**src/rtl/spi_dev_mcmd_if.sv**
```systemverilog
// Byte stream from the SPI protocol wrapper into the command decoder, plus the
// decoded command bus returned to the consumer.
interface spi_dev_mcmd_if #(
    parameter int CMD_LEN = 4
) ();
    logic [7:0]                     pw_wdata;
    logic                           pw_wcmd;
    logic                           pw_wstb;
    logic                           pw_end;
    logic [7:0]                     cmd_op;
    logic [8*CMD_LEN-1:0]           cmd_data;
    logic [$clog2(CMD_LEN+1)-1:0]   cmd_len;
    logic                           cmd_stb;
    logic                           cmd_err;

    modport master (
        output pw_wdata, pw_wcmd, pw_wstb, pw_end,
        input  cmd_op, cmd_data, cmd_len, cmd_stb, cmd_err
    );

    modport slave (
        input  pw_wdata, pw_wcmd, pw_wstb, pw_end,
        output cmd_op, cmd_data, cmd_len, cmd_stb, cmd_err
    );
endinterface

```
**src/rtl/spi_dev_mcmd.sv**
```systemverilog
// SPI command decoder: matches a masked opcode family, collects up to CMD_LEN payload
// bytes and reports complete commands (cmd_stb) or too-short ones (cmd_err).
module spi_dev_mcmd #(
    parameter logic [7:0] CMD_BYTE = 8'h00,
    parameter logic [7:0] CMD_MASK = 8'hff,
    parameter int         CMD_LEN  = 4,
    parameter int         MIN_LEN  = CMD_LEN,
    localparam int        DL       = 8*CMD_LEN-1,
    localparam int        DW       = DL+1,
    localparam int        LW       = $clog2(CMD_LEN+1)
) (
    input logic           clk,
    input logic           rst_n,
    spi_dev_mcmd_if.slave bus
);
    typedef enum logic [1:0] {IDLE, PAYLOAD, DRAIN} state_t;

    state_t        state_q;
    logic [7:0]    op_q;
    logic [DL:0]   sh_q, sh_d;
    logic [LW-1:0] cnt_q, cnt_d;
    logic [7:0]    cmd_op_q;
    logic [DL:0]   cmd_data_q;
    logic [LW-1:0] cmd_len_q;
    logic          cmd_stb_q, cmd_err_q;

    logic match_w, data_w, close_w, full_w, long_enough_w;

    assign match_w = bus.pw_wstb & bus.pw_wcmd &
                     (((bus.pw_wdata ^ CMD_BYTE) & CMD_MASK) == 8'h00);
    assign data_w  = bus.pw_wstb & ~bus.pw_wcmd;
    // A new command byte also closes the running transaction.
    assign close_w = bus.pw_end | (bus.pw_wstb & bus.pw_wcmd);

    // Byte is shifted/counted before any same-cycle end is evaluated.
    assign sh_d          = data_w ? ((sh_q << 8) | DW'(bus.pw_wdata)) : sh_q;
    assign cnt_d         = cnt_q + LW'(data_w);
    assign full_w        = data_w && (int'(cnt_d) == CMD_LEN);
    assign long_enough_w = int'(cnt_d) >= MIN_LEN;

    always_ff @(posedge clk or negedge rst_n) begin
        if (!rst_n) begin
            state_q    <= IDLE;
            op_q       <= '0;
            sh_q       <= '0;
            cnt_q      <= '0;
            cmd_op_q   <= '0;
            cmd_data_q <= '0;
            cmd_len_q  <= '0;
            cmd_stb_q  <= 1'b0;
            cmd_err_q  <= 1'b0;
        end else begin
            cmd_stb_q <= 1'b0;
            cmd_err_q <= 1'b0;
            case (state_q)
                IDLE: begin
                    if (match_w) begin
                        state_q <= PAYLOAD;
                        op_q    <= bus.pw_wdata;
                        cnt_q   <= '0;
                        sh_q    <= '0;
                    end
                end
                PAYLOAD: begin
                    cnt_q <= cnt_d;
                    sh_q  <= sh_d;
                    if (full_w || (close_w && long_enough_w)) begin
                        cmd_stb_q  <= 1'b1;
                        cmd_op_q   <= op_q;
                        cmd_data_q <= sh_d;
                        cmd_len_q  <= cnt_d;
                    end else if (close_w) begin
                        cmd_err_q <= 1'b1;
                    end
                    if (full_w) begin
                        state_q <= bus.pw_end ? IDLE : DRAIN;
                    end else if (close_w) begin
                        // A matching opcode re-arms straight into a fresh payload.
                        if (match_w) begin
                            op_q  <= bus.pw_wdata;
                            cnt_q <= '0;
                            sh_q  <= '0;
                        end else begin
                            state_q <= IDLE;
                        end
                    end
                end
                DRAIN: begin
                    if (match_w) begin
                        state_q <= PAYLOAD;
                        op_q    <= bus.pw_wdata;
                        cnt_q   <= '0;
                        sh_q    <= '0;
                    end else if (close_w) begin
                        state_q <= IDLE;
                    end
                end
                default: state_q <= IDLE;
            endcase
        end
    end

    assign bus.cmd_op   = cmd_op_q;
    assign bus.cmd_data = cmd_data_q;
    assign bus.cmd_len  = cmd_len_q;
    assign bus.cmd_stb  = cmd_stb_q;
    assign bus.cmd_err  = cmd_err_q;
endmodule

```
**src/flat_wrapper.sv**
```systemverilog
// flat-port wrapper written by rule: the top's interface ports become plain ports
module spi_dev_mcmd_flat 
#(
    parameter logic [7:0] CMD_BYTE = 8'h00,
    parameter logic [7:0] CMD_MASK = 8'hff,
    parameter int         CMD_LEN  = 4,
    parameter int         MIN_LEN  = CMD_LEN,
    localparam int        DL       = 8*CMD_LEN-1,
    localparam int        DW       = DL+1,
    localparam int        LW       = $clog2(CMD_LEN+1)
)
  (clk, rst_n, bus_pw_wdata, bus_pw_wcmd, bus_pw_wstb, bus_pw_end, bus_cmd_op, bus_cmd_data, bus_cmd_len, bus_cmd_stb, bus_cmd_err);
  spi_dev_mcmd_if #(.CMD_LEN(CMD_LEN)) bus_i ();
  input logic clk;
  input logic rst_n;
  input wire logic [$bits(bus_i.pw_wdata)-1:0] bus_pw_wdata;
  input wire logic [$bits(bus_i.pw_wcmd)-1:0] bus_pw_wcmd;
  input wire logic [$bits(bus_i.pw_wstb)-1:0] bus_pw_wstb;
  input wire logic [$bits(bus_i.pw_end)-1:0] bus_pw_end;
  output wire logic [$bits(bus_i.cmd_op)-1:0] bus_cmd_op;
  output wire logic [$bits(bus_i.cmd_data)-1:0] bus_cmd_data;
  output wire logic [$bits(bus_i.cmd_len)-1:0] bus_cmd_len;
  output wire logic [$bits(bus_i.cmd_stb)-1:0] bus_cmd_stb;
  output wire logic [$bits(bus_i.cmd_err)-1:0] bus_cmd_err;
  assign bus_i.pw_wdata = bus_pw_wdata;
  assign bus_i.pw_wcmd = bus_pw_wcmd;
  assign bus_i.pw_wstb = bus_pw_wstb;
  assign bus_i.pw_end = bus_pw_end;
  assign bus_cmd_op = bus_i.cmd_op;
  assign bus_cmd_data = bus_i.cmd_data;
  assign bus_cmd_len = bus_i.cmd_len;
  assign bus_cmd_stb = bus_i.cmd_stb;
  assign bus_cmd_err = bus_i.cmd_err;
  spi_dev_mcmd #(.CMD_BYTE(CMD_BYTE), .CMD_MASK(CMD_MASK), .CMD_LEN(CMD_LEN), .MIN_LEN(MIN_LEN)) u_core (.clk(clk), .rst_n(rst_n), .bus(bus_i));
endmodule
```
**config.mk**
```make
export PLATFORM = sky130hd
export DESIGN_NAME = spi_dev_mcmd_flat
export DESIGN_NICKNAME = d
export VERILOG_FILES = /design/src/rtl/spi_dev_mcmd_if.sv /design/src/rtl/spi_dev_mcmd.sv /design/src/flat_wrapper.sv
export SDC_FILE = /design/constraint.sdc
export NUM_CORES = 1
export LEC_CHECK = 0
export CORE_ASPECT_RATIO = 1.5
export CORE_UTILIZATION = 50
export DETAILED_ROUTE_END_ITERATION = 8
export GPL_TIMING_DRIVEN = 0
export PLACE_DENSITY_LB_ADDON = 0.15
export SLEW_MARGIN = 25
export SYNTH_ARGS = -nofsm -noshare
export SYNTH_HDL_FRONTEND = slang
export SYNTH_SLANG_ARGS = --single-unit
```
**constraint.sdc**
```tcl
create_clock -name clk -period 2.4 [get_ports clk]
set_input_delay 0.24 -clock clk [delete_from_list [all_inputs] [get_ports clk]]
set_output_delay 0.24 -clock clk [all_outputs]
set_load 0.005 [all_outputs]
```
==> results.toml <==
[status]
status = "completed"

[timing]
period_share = 0.959
fin_skew_ns = 0.0125
rsz0062_at_grt = "false"
fin_crit_ns = 2.30
slew_violations = 0
setup_viol = 0
timing.setup.tns_ns = 0
tightest_slew_ns = 0.577
hold_viol_final = 0
slew_headroom = 0.612
fmax_mhz = 435

[clock_tree]
clk_latency_ns = 0.36
cts_tree = "yes"
clkTransAtPathRegs_ns = 0.08
clockBufferDepth = 2
numCtsBuffers = 9
cts_root_buffer = "clkbuf_8"
clkSinkCount = 90
htreeDepth = 3

[placement]
placed_area_sq_um = 4420
dp_hpwl_um = 5740
dp.cells = 494
port_buffers = 57
place_congestion = 0.796

[yosys]
synth_area_sq_um = 3690
synth_cells = 336
synth_seq_cells = 90
ys_warn_count = 0
synth.area.top_cells = "dfrtp_1, nand2_1, a22o_1, a31oi_1, nor2_1"
synth_ff_type = "dfrtp_1"
syn_nets = 350
syn_avg_cell_area_sq_um = 11.0
async_flop_share = 1.00
synth_cell_type_count = 34
yosys.area.top_type_share = 0.610
ys_seq_area_frac = 0.610
synth_edf_count = 0
yosys.area.top_type = "dfrtp_1"

[setup_path]
crit_path_end_kind = "register"
slowest_stage = "dfrtp_2"
startpoint_type = "register"
path_cells = "and2_1, ha_1, nand4bb_4, a211oi_4, buf_4, buf_6, mux2_1"
worstPathMaxFanout = 10
path_class = "register to register"
arrival_ns = 2.54
cp.required_ns = 2.64
critPathMaxStageDelay_ns = 0.43

[floorplanning]
die_w_um = 72.2
die_h_um = 107
dieArea_sq_um = 7740
start_util = 0.514
coreArea_sq_um = 7180
rows = 38
ios = 58

[layout]
post-route-util = 0.655
syn_to_final_growth_pct = 27.5
finish.instance_area_sq_um = 4710
layout_common_cells = "dfrtp_1, nand2_1, clkdlybuf4s50_1, nor2_1, a31oi_1"
n_antenna_cell = 0
fin_cells = 513
post_route_cells_drive_above_1_share = 0.109
final_common_cell = "dfrtp_1"
nets = 422

[detailed_routing]
wl_per_cell_um = 16.0
first_iter_violations = 159
vias = 2827
route.detailed.drc = 0
drtPass1Iterations = 4
antenna_left = 0
via_per_inst = 5.51
postRouteWirelength_um = 8180

[global_routing]
grt_use_total = 0.230
grt_overflow = 0
antenna_found_initial = 0
grt_max_degree = 47
grt_pass1_wl_um = 13400
grt_pass1_vias = 2683

[power]
p_per_area_nw_per_um2 = 636
leakage_nw = 2.14
total_power_w = 0.00299
ir_drop_mv = 0.435

[worst_hold_path]
hp-class = "input port to register"

[run]
cap_violations = 0
[power by group]
group          switching, W  internal [W]
logic              0.000104      0.000111
clock network      0.000507      0.000687
registers         0.0000288       0.00155
total              0.000640       0.00235
[Yosys cell counts (2+ instances only)]
cell,instances
mux2_1,9
nor2b_1,2
a22o_2,2
a31oi_1,33
xnor2_1,2
nand3b_1,2
buf_4,3
nor4_1,2
dfrtp_1,90
a21oi_1,3
nand2b_1,2
clkbuf_1,11
buf_2,7
a22o_1,30
nor2_1,37
and2b_1,8
nand3_1,3
nand2_1,71
buf_6,3
or2_2,2
[stage by stage]
stage | hold WS (ns) | setup slack (ns)
5_1_grt | 0.328 | 0.00557
6_report | 0.314 | 0.0994
3_5_place_dp | 0.189 | -1.01
3_3_place_gp | 0.452 | -2.13
2_1_floorplan | -0.0556 | 0.0477
4_1_cts | 0.371 | 0.0139
[area by class of cell]
type	count	area [sq um]
Fill cell	585	2470
Timing Repair Buffer	62	622
Clock buffer	10	128
Multi-Input combinational cell	222	1330
Clock inverter	6	105
Sequential cell	90	2250
Buffer	23	143
Tap cell	100	125
[kinds of logic (layout without fill, tap and decap cells)]
group / after synthesis / in the layout / synth area share
adders and majority gates: 1 / 1 / 0.00339
buffers and inverters: 24 / 101 / 0.0359
muxes: 9 / 9 / 0.0275
DFF: 90 / 90 / 0.610
xor gates and xnor gates: 2 / 2 / 0.00475
AOI/OAI and AO/OA: 76 / 76 / 0.157
and+or+nand+nor: 134 / 134 / 0.162
[path summary, 6_finish.rpt]
| kind | from | depth (start not counted) | slack (ns) | endpoint |
|---|---|---|---|---|
| worst max-delay path | u_core.cnt_q[0] | 7 | 0.1 | u_core.bus.cmd_op[3] |
| worst min-delay path | bus_pw_wstb | 3 | 0.31 | u_core.state_q[1] |
| worst max register to register | u_core.cnt_q[0] | 7 | 0.1 | u_core.bus.cmd_op[3] |
| worst min register to register | u_core.bus.cmd_len[2] | 1 | 0.47 | u_core.bus.cmd_len[2] |
| max in group asynchronous | rst_n | 3 | 1.46 | u_core.bus.cmd_stb |
| min in group asynchronous | rst_n | 2 | 0.36 | u_core.bus.cmd_data[7] |
[worst max-delay path: cells and delay by family, from the launching register on]
family | cells | cell delay (ns)
buffers and inverters | 2 | 0.32
adder cells (fa/ha/maj) | 1 | 0.33
AO/OA/AOI/OAI | 1 | 0.33
AND/OR/NAND/NOR | 2 | 0.43
multiplexers | 1 | 0.33
flip-flops | 1 | 0.43
[flip-flops by register name (all words and copies together) (netlist names)]
signal               count
u_core.bus.cmd_len       3
u_core.state_q           2
u_core.bus.cmd_op        8
u_core.bus.cmd_err       1
u_core.bus.cmd_data     32
u_core.op_q              8
u_core.bus.cmd_stb       1
u_core.sh_q             32
u_core.cnt_q             3
[repair_timing]
item | CTS | global route
endpoints found under the hold margin | 44 | 0
setup endpoints to repair | 44 | 42
buffers inserted | 1 | 2
gates cloned | 0 | 0
gates resized for setup | 8 | 5
pin swaps | 1 | 1
hold buffers | 1 | 0
[routing by layer]
layer,global-route usage,part of all wire
met1,0.287,0.42
met2,0.369,0.50
met3,0.0489,0.046
met4,0.127,0.038
met5,0,0
No activity file was read; power rests on OpenSTA's default activity.
